===== src/rtl/sap_1_pkg.sv =====
// Shared constants for the SAP-1 control sequencer: control-word bit positions,
// control words, opcodes and ring-counter state encodings.
package sap_1_pkg;

    // con bit positions, MSB first: {Cp,Ep,Lm_n,CE_n,Li_n,Ei_n,La_n,Ea,Su,Eu,Lb_n,Lo_n}
    localparam int unsigned CON_CP   = 11;
    localparam int unsigned CON_EP   = 10;
    localparam int unsigned CON_LM_N = 9;
    localparam int unsigned CON_CE_N = 8;
    localparam int unsigned CON_LI_N = 7;
    localparam int unsigned CON_EI_N = 6;
    localparam int unsigned CON_LA_N = 5;
    localparam int unsigned CON_EA   = 4;
    localparam int unsigned CON_SU   = 3;
    localparam int unsigned CON_EU   = 2;
    localparam int unsigned CON_LB_N = 1;
    localparam int unsigned CON_LO_N = 0;

    localparam logic [11:0] CON_IDLE = 12'h3E3;

    localparam logic [11:0] CON_FETCH_T1 = 12'h5E3;
    localparam logic [11:0] CON_FETCH_T2 = 12'hBE3;
    localparam logic [11:0] CON_FETCH_T3 = 12'h263;

    localparam logic [11:0] CON_MEM_ADDR = 12'h1A3;  // shared T4 of LDA/ADD/SUB
    localparam logic [11:0] CON_LDA_T5   = 12'h2C3;
    localparam logic [11:0] CON_ALU_T5   = 12'h2E1;  // shared T5 of ADD/SUB
    localparam logic [11:0] CON_ADD_T6   = 12'h3C7;
    localparam logic [11:0] CON_SUB_T6   = 12'h3CF;
    localparam logic [11:0] CON_OUT_T4   = 12'h3F2;

    localparam logic [3:0] OP_LDA = 4'h0;
    localparam logic [3:0] OP_ADD = 4'h1;
    localparam logic [3:0] OP_SUB = 4'h2;
    localparam logic [3:0] OP_OUT = 4'hE;
    localparam logic [3:0] OP_HLT = 4'hF;

    // Ring positions; IDLE and HALT both present an all-zero ring.
    localparam logic [5:0] ST_IDLE = 6'b000000;
    localparam logic [5:0] ST_T1   = 6'b000001;
    localparam logic [5:0] ST_T2   = 6'b000010;
    localparam logic [5:0] ST_T3   = 6'b000100;
    localparam logic [5:0] ST_T4   = 6'b001000;
    localparam logic [5:0] ST_T5   = 6'b010000;
    localparam logic [5:0] ST_T6   = 6'b100000;

endpackage


===== src/rtl/sap_1_ring_counter.sv =====
// One-hot T1..T6 ring counter. An all-zero ring starts at T1 on the first enabled edge;
// park forces the ring back to all-zero.
module sap_1_ring_counter
    import sap_1_pkg::*;
(
    input  logic       clk,
    input  logic       clr_n,
    input  logic       en,
    input  logic       park,
    output logic [5:0] ring
);

    logic [5:0] ring_q, ring_d;

    always_comb begin
        ring_d = ring_q;
        if (park) begin
            ring_d = ST_IDLE;
        end else if (en) begin
            if (ring_q == ST_IDLE) begin
                ring_d = ST_T1;
            end else begin
                ring_d = {ring_q[4:0], ring_q[5]};
            end
        end
    end

    always_ff @(posedge clk or negedge clr_n) begin
        if (!clr_n) begin
            ring_q <= ST_IDLE;
        end else begin
            ring_q <= ring_d;
        end
    end

    assign ring = ring_q;

endmodule


===== src/rtl/sap_1_control_sequencer.sv =====
// SAP-1 control sequencer: steps a six-phase ring per instruction and decodes the
// 12-bit control word from ring position and opcode while the sequencer is advancing.
module sap_1_control_sequencer
    import sap_1_pkg::*;
(
    input  logic        clk,
    input  logic        clr_n,
    input  logic        run,
    input  logic        step,
    input  logic [3:0]  opcode,
    output logic [11:0] con,
    output logic [5:0]  t_state,
    output logic        hlt
);

    logic       adv;
    logic       go_halt;
    logic       halt_q;
    logic [5:0] ring;

    assign adv     = run | step;
    assign go_halt = adv & ~halt_q & (ring == ST_T4) & (opcode == OP_HLT);

    sap_1_ring_counter u_ring (
        .clk   (clk),
        .clr_n (clr_n),
        .en    (adv & ~halt_q & ~go_halt),
        .park  (go_halt),
        .ring  (ring)
    );

    always_ff @(posedge clk or negedge clr_n) begin
        if (!clr_n) begin
            halt_q <= 1'b0;
        end else if (go_halt) begin
            halt_q <= 1'b1;
        end
    end

    // A paused sequencer drives the idle word; the held phase's word appears once adv returns.
    always_comb begin
        con = CON_IDLE;
        if (adv && !halt_q) begin
            case (ring)
                ST_T1: con = CON_FETCH_T1;
                ST_T2: con = CON_FETCH_T2;
                ST_T3: con = CON_FETCH_T3;
                ST_T4: begin
                    case (opcode)
                        OP_LDA, OP_ADD, OP_SUB: con = CON_MEM_ADDR;
                        OP_OUT:                 con = CON_OUT_T4;
                        default:                con = CON_IDLE;
                    endcase
                end
                ST_T5: begin
                    case (opcode)
                        OP_LDA:         con = CON_LDA_T5;
                        OP_ADD, OP_SUB: con = CON_ALU_T5;
                        default:        con = CON_IDLE;
                    endcase
                end
                ST_T6: begin
                    case (opcode)
                        OP_ADD:  con = CON_ADD_T6;
                        OP_SUB:  con = CON_SUB_T6;
                        default: con = CON_IDLE;
                    endcase
                end
                default: con = CON_IDLE;
            endcase
        end
    end

    assign t_state = ring;
    assign hlt     = halt_q;

endmodule


===== config.mk =====
export PLATFORM = sky130hd
export DESIGN_NAME = sap_1_control_sequencer
export DESIGN_NICKNAME = d
export VERILOG_FILES = /design/src/rtl/sap_1_pkg.sv /design/src/rtl/sap_1_ring_counter.sv /design/src/rtl/sap_1_control_sequencer.sv
export SDC_FILE = /design/constraint.sdc
export NUM_CORES = 1
export LEC_CHECK = 0
export CAP_MARGIN = 30
export CORE_MARGIN = 1
export CORE_UTILIZATION = 48
export CTS_CLUSTER_DIAMETER = 150
export CTS_CLUSTER_SIZE = 30
export DETAILED_ROUTE_END_ITERATION = 8
export HOLD_SLACK_MARGIN = 0.03
export PLACE_DENSITY = 0.84
export SYNTH_ARGS = -nofsm -noshare
export SYNTH_HDL_FRONTEND = slang
export SYNTH_SLANG_ARGS = --single-unit

===== constraint.sdc =====
create_clock -name clk -period 2.3 [get_ports clk]
set_input_delay 0.23 -clock clk [delete_from_list [all_inputs] [get_ports clk]]
set_output_delay 0.23 -clock clk [all_outputs]
set_load 0.1 [all_outputs]

# After elaboration in Yosys (flattened, before gate mapping)
# Cells that the tools add are included.
[classes]
n_lt_le_gt_ge = 0
n_div = 0
mux = 8
n_addsub = 0
n_bitwise = 7
mul = 0
shift = 0
n_reduce_logical = 7
eq_ne = 10
[ops]
columns = ["operator", "n"]
rows = [
  ["12-bit case mux with 6 select lines", 1],
  ["10-bit case mux with 2 select lines", 1],
  ["6-bit 2-to-1 mux", 3],
  ["9-bit case mux with 2 select lines", 1],
  ["12-bit 2-to-1 mux", 1],
  ["6-bit case mux with 2 select lines", 1],
  ["4-bit equality test (second input constant)", 2],
  ["6-bit by 1-bit equality test with 1-bit output (second input constant)", 1],
  ["6-bit by 2-bit equality test with 1-bit output (second input constant)", 1],
  ["6-bit by 3-bit equality test with 1-bit output (second input constant)", 1],
  ["6-bit by 4-bit equality test with 1-bit output (second input constant)", 1],
  ["6-bit by 5-bit equality test with 1-bit output (second input constant)", 1],
  ["6-bit equality test (second input constant)", 1],
  ["6-bit logical NOT", 1],
  ["1-bit AND", 4],
  ["4-bit by 1-bit equality test with 1-bit output (second input constant)", 1],
  ["4-bit by 2-bit equality test with 1-bit output (second input constant)", 1],
  ["4-bit logical NOT", 1],
  ["3-bit OR reduction", 1],
  ["1-bit NOT", 2],
  ["2-bit nonzero test", 1],
  ["2-bit OR reduction", 1],
  ["1-bit logical AND", 1],
  ["1-bit logical NOT", 1],
  ["1-bit bitwise OR", 1],
]
[word_totals]
out_inout_bits = 19
mem_bits_ro = 0
n_memories = 0
regBits = 7
inputBits = 8
ram_bits = 0
latch_bits = 0

# Longest topological paths before layout
[depth]
ltp_word = 8
depth_mapped = 5
mapped_depth_nobuf = 4

# Modules after synthesis
# A second synthesis with hierarchy kept.
[unflattened]
hier_cells = 90
area_unflattened_um2 = 768.2
[modules_own_cells]
columns = ["module", "instances", "area_each_um2", "cells_each"]
rows = [
  ["sap_1_control_sequencer", 1, 506.7, 68],
  ["sap_1_ring_counter", 1, 261.5, 22],
]

# Least setup slack after synthesis
# No wires, ideal clock.
[synth_path]
path_kind = "register to output"
startpoint = "register u_ring.ring_q[5], in the netlist u_ring.ring[5]"
endpoint = "output port con[3]"
path_buffers = 1
arrival_time_ps = 4398
path_stages_with_launch = 5
setup_slack_ps = -2328
cell_sequence = "dfrtp_1 -> buf_2 -> nor2b_1 -> nand3_1 -> nor4_1"
[synth_between]
elab_chain_len = 3
word_cells_on_any_way = 8
classes_between = "eq/ne (6); mux (2)"
[synth_rtl]
columns = ["element", "line_no", "source"]
rows = [
  ["start: declaration", "sap_1_ring_counter.sv:13", "logic [5:0] ring_q, ring_d;"],
  ["start signal: assignment", "sap_1_ring_counter.sv:32", "ring_q <= ring_d;"],
  ["6-bit equality test (tied with other cells)", "sap_1_control_sequencer.sv:44", "case (ring)"],
  ["12-bit case mux with 6 select lines (*)", "sap_1_control_sequencer.sv:44", ""],
  ["12-bit 2-to-1 mux (*)", "sap_1_control_sequencer.sv:43", "if (adv && !halt_q) begin"],
  ["end: declaration", "sap_1_control_sequencer.sv:11", "output logic [11:0] con,"],
]
# Mark *: on every way between the ends. The rest lies on a longest branch, timed or not.

# Final worst setup path
[layout_path]
startpoint = "register u_ring.ring_q[2], in the netlist u_ring.ring[2]"
endpoint = "output port con[1]"
# The elaborated chain is that of the path after synthesis.

==> results.tsv <==
metric	value	unit
status	finished, final reports clean	
yosysUniqueCellTypes	35	
slew_headroom	0.709	
core	1520	µm²
whs	238	ps
synth_fp_nets	120	
mostFrequentLayoutCells	17 x nand2_1, 12 x buf_12, 9 x nor2_1, 9 x o21ai_0, 8 x buf_4	
worst_pin_slew	436	ps
initial_core_util	0.517	
numPortBuffers	26	
avgSynthCellArea	7.04	µm²
vias	929	
ys_async_sr_fraction	1.00	
path_clk_slew	60	ps
antenna_found_initial	0	
vias_per_cell	6.19	
hpwlAfterDp	1.69	mm
drive_gt1_frac	0.351	
first_global_vias	865	
worstSkewPairLatency	250	ps
finalHoldViolations	0	
synth.cell_area	788	µm²
diodes	0	
fp-row-count	14	
wirelength	2.26	mm
critical_path_required	2070	ps
rsz0062_at_grt	false	
wl_per_cell	15.0	µm
setup_viol	0	
finalNonFillerCells	150	
pin_count	27	
maxCapViolations	0	
setup_tns	0	ps
fmax	0.448	GHz
synth-seq-area-share	0.222	
cts_max_level	1	
synth_seq_cells	7	
synth_edf_count	0	
synth_ff_type	dfrtp_1	
grt_usage	0.277	
cts_sinks	7	
path_max_fanout	20	
die_y	42.5	µm
start_kind	flip-flop	
die_x	42.5	µm
drtIter0Drc	40	
cp_data_arrival_time	2000	ps
critPathCaptureType	output port	
grt_max_degree	21	
clk_path_buf_depth	2	
cts-buffers-inserted	3	
period_share	0.970	
fin_nets	143	
syn_inst	112	
hold_class	in -> async	
min_period	2230	ps
die_area	1810	µm²
placedCellCount	146	
ant_nets	0	
cts_tree	yes	
timing_max_transition_violations_final	0	
grt_first_pass_wirelength	3.86	mm
clock-root-buffer	clkbuf_4	
yosysWarnings	0	
gp_congestion	0.785	
hold_buffers	0	
dr.pass1.iters	4	
synthToLayoutAreaGrowth	60.8	%
crit_type	reg -> out	
overflow	0	
remaining_drc_errors	0	
final_common_cell	nand2_1	
fin_skew	2.96	ps
ff2ff_setup_slack	720	ps
post-route-util	0.832	
==> registers in the layout (all words and copies together), names as in the netlist <==
register     flops
u_ring.ring      6
hlt              1
==> worst max-delay path, stage by stage (launching register included) <==
cell	delay, ps
dfrtp_4	590
xor2_1	180
o21a_1	210
a2111oi_4	450
nand3_4	130
buf_12	190
==> what timing repair did <==
action	CTS	global route
setup buffers	0	0
setup endpoints to repair	0	3
gates resized for setup	0	0
==> synthesized netlist by cell type (2+ instances only) <==
| cell type | count | area share |
|---|---|---|
| nand2_1 | 18 | 0.086 |
| nor2_1 | 13 | 0.062 |
| o21ai_0 | 9 | 0.057 |
| dfrtp_1 | 7 | 0.22 |
| nand3_1 | 7 | 0.044 |
| nor3_1 | 7 | 0.044 |
| a21oi_1 | 4 | 0.025 |
| buf_2 | 4 | 0.025 |
| nand2b_1 | 4 | 0.032 |
| o211ai_1 | 4 | 0.038 |
| xor2_1 | 4 | 0.044 |
| clkbuf_1 | 3 | 0.014 |
| nand4_1 | 3 | 0.024 |
| a21o_1 | 2 | 0.019 |
| and3_1 | 2 | 0.016 |
| buf_6 | 2 | 0.029 |
==> cells by family after synthesis <==
kind of cell	Yosys count	synth area share
AND/OR/NAND/NOR	64	0.433
AO/OA/AOI/OAI	26	0.216
buffers and inverters	10	0.0730
flip-flops	7	0.222
XOR/XNOR	5	0.0556
==> per-layer routing <==
layer  GRT usage  vias to the layer above  share of wire
li1            -                      445              -
met1       0.333                      428           0.40
met2       0.474                       48           0.51
met3      0.0647                        8          0.064
met4       0.106                        0          0.024
met5           0                        -              0
==> layout make-up <==
class | count | area [µm²]
Timing Repair Buffer | 27 | 370
Tap cell | 16 | 20.0
Fill cell | 88 | 256
Multi-Input combinational cell | 95 | 651
Sequential cell | 7 | 196
Clock buffer | 4 | 26.3
Inverter | 1 | 3.75
==> metrics by stage <==
step	area (µm²)	setup WS, ps
after CTS	1270	20.2
after global routing	1270	11.8
after global placement	1240	207
after detailed placement	1240	164
final	1270	69.6
after floorplan	916	-334
==> worst paths after layout <==
| check | startpoint | endpoint | cells past startpoint |
|---|---|---|---|
| max | u_ring.ring[2]$_DFFE_PN0P_ | con[1] | 5 |
| min | clr_n | u_ring.ring[4]$_DFFE_PN0P_ | 1 |
| max reg2reg | u_ring.ring[4]$_DFFE_PN0P_ | u_ring.ring[4]$_DFFE_PN0P_ | 4 |
| min reg2reg | hlt$_DFFE_PN0P_ | hlt$_DFFE_PN0P_ | 1 |
| max in group asynchronous | clr_n | u_ring.ring[2]$_DFFE_PN0P_ | 1 |
| min in group clk | hlt$_DFFE_PN0P_ | hlt$_DFFE_PN0P_ | 1 |
Power is left out: the tool's default activity adds up to more than one toggle a clock period on the data nets, which glitch-free logic cannot reach.
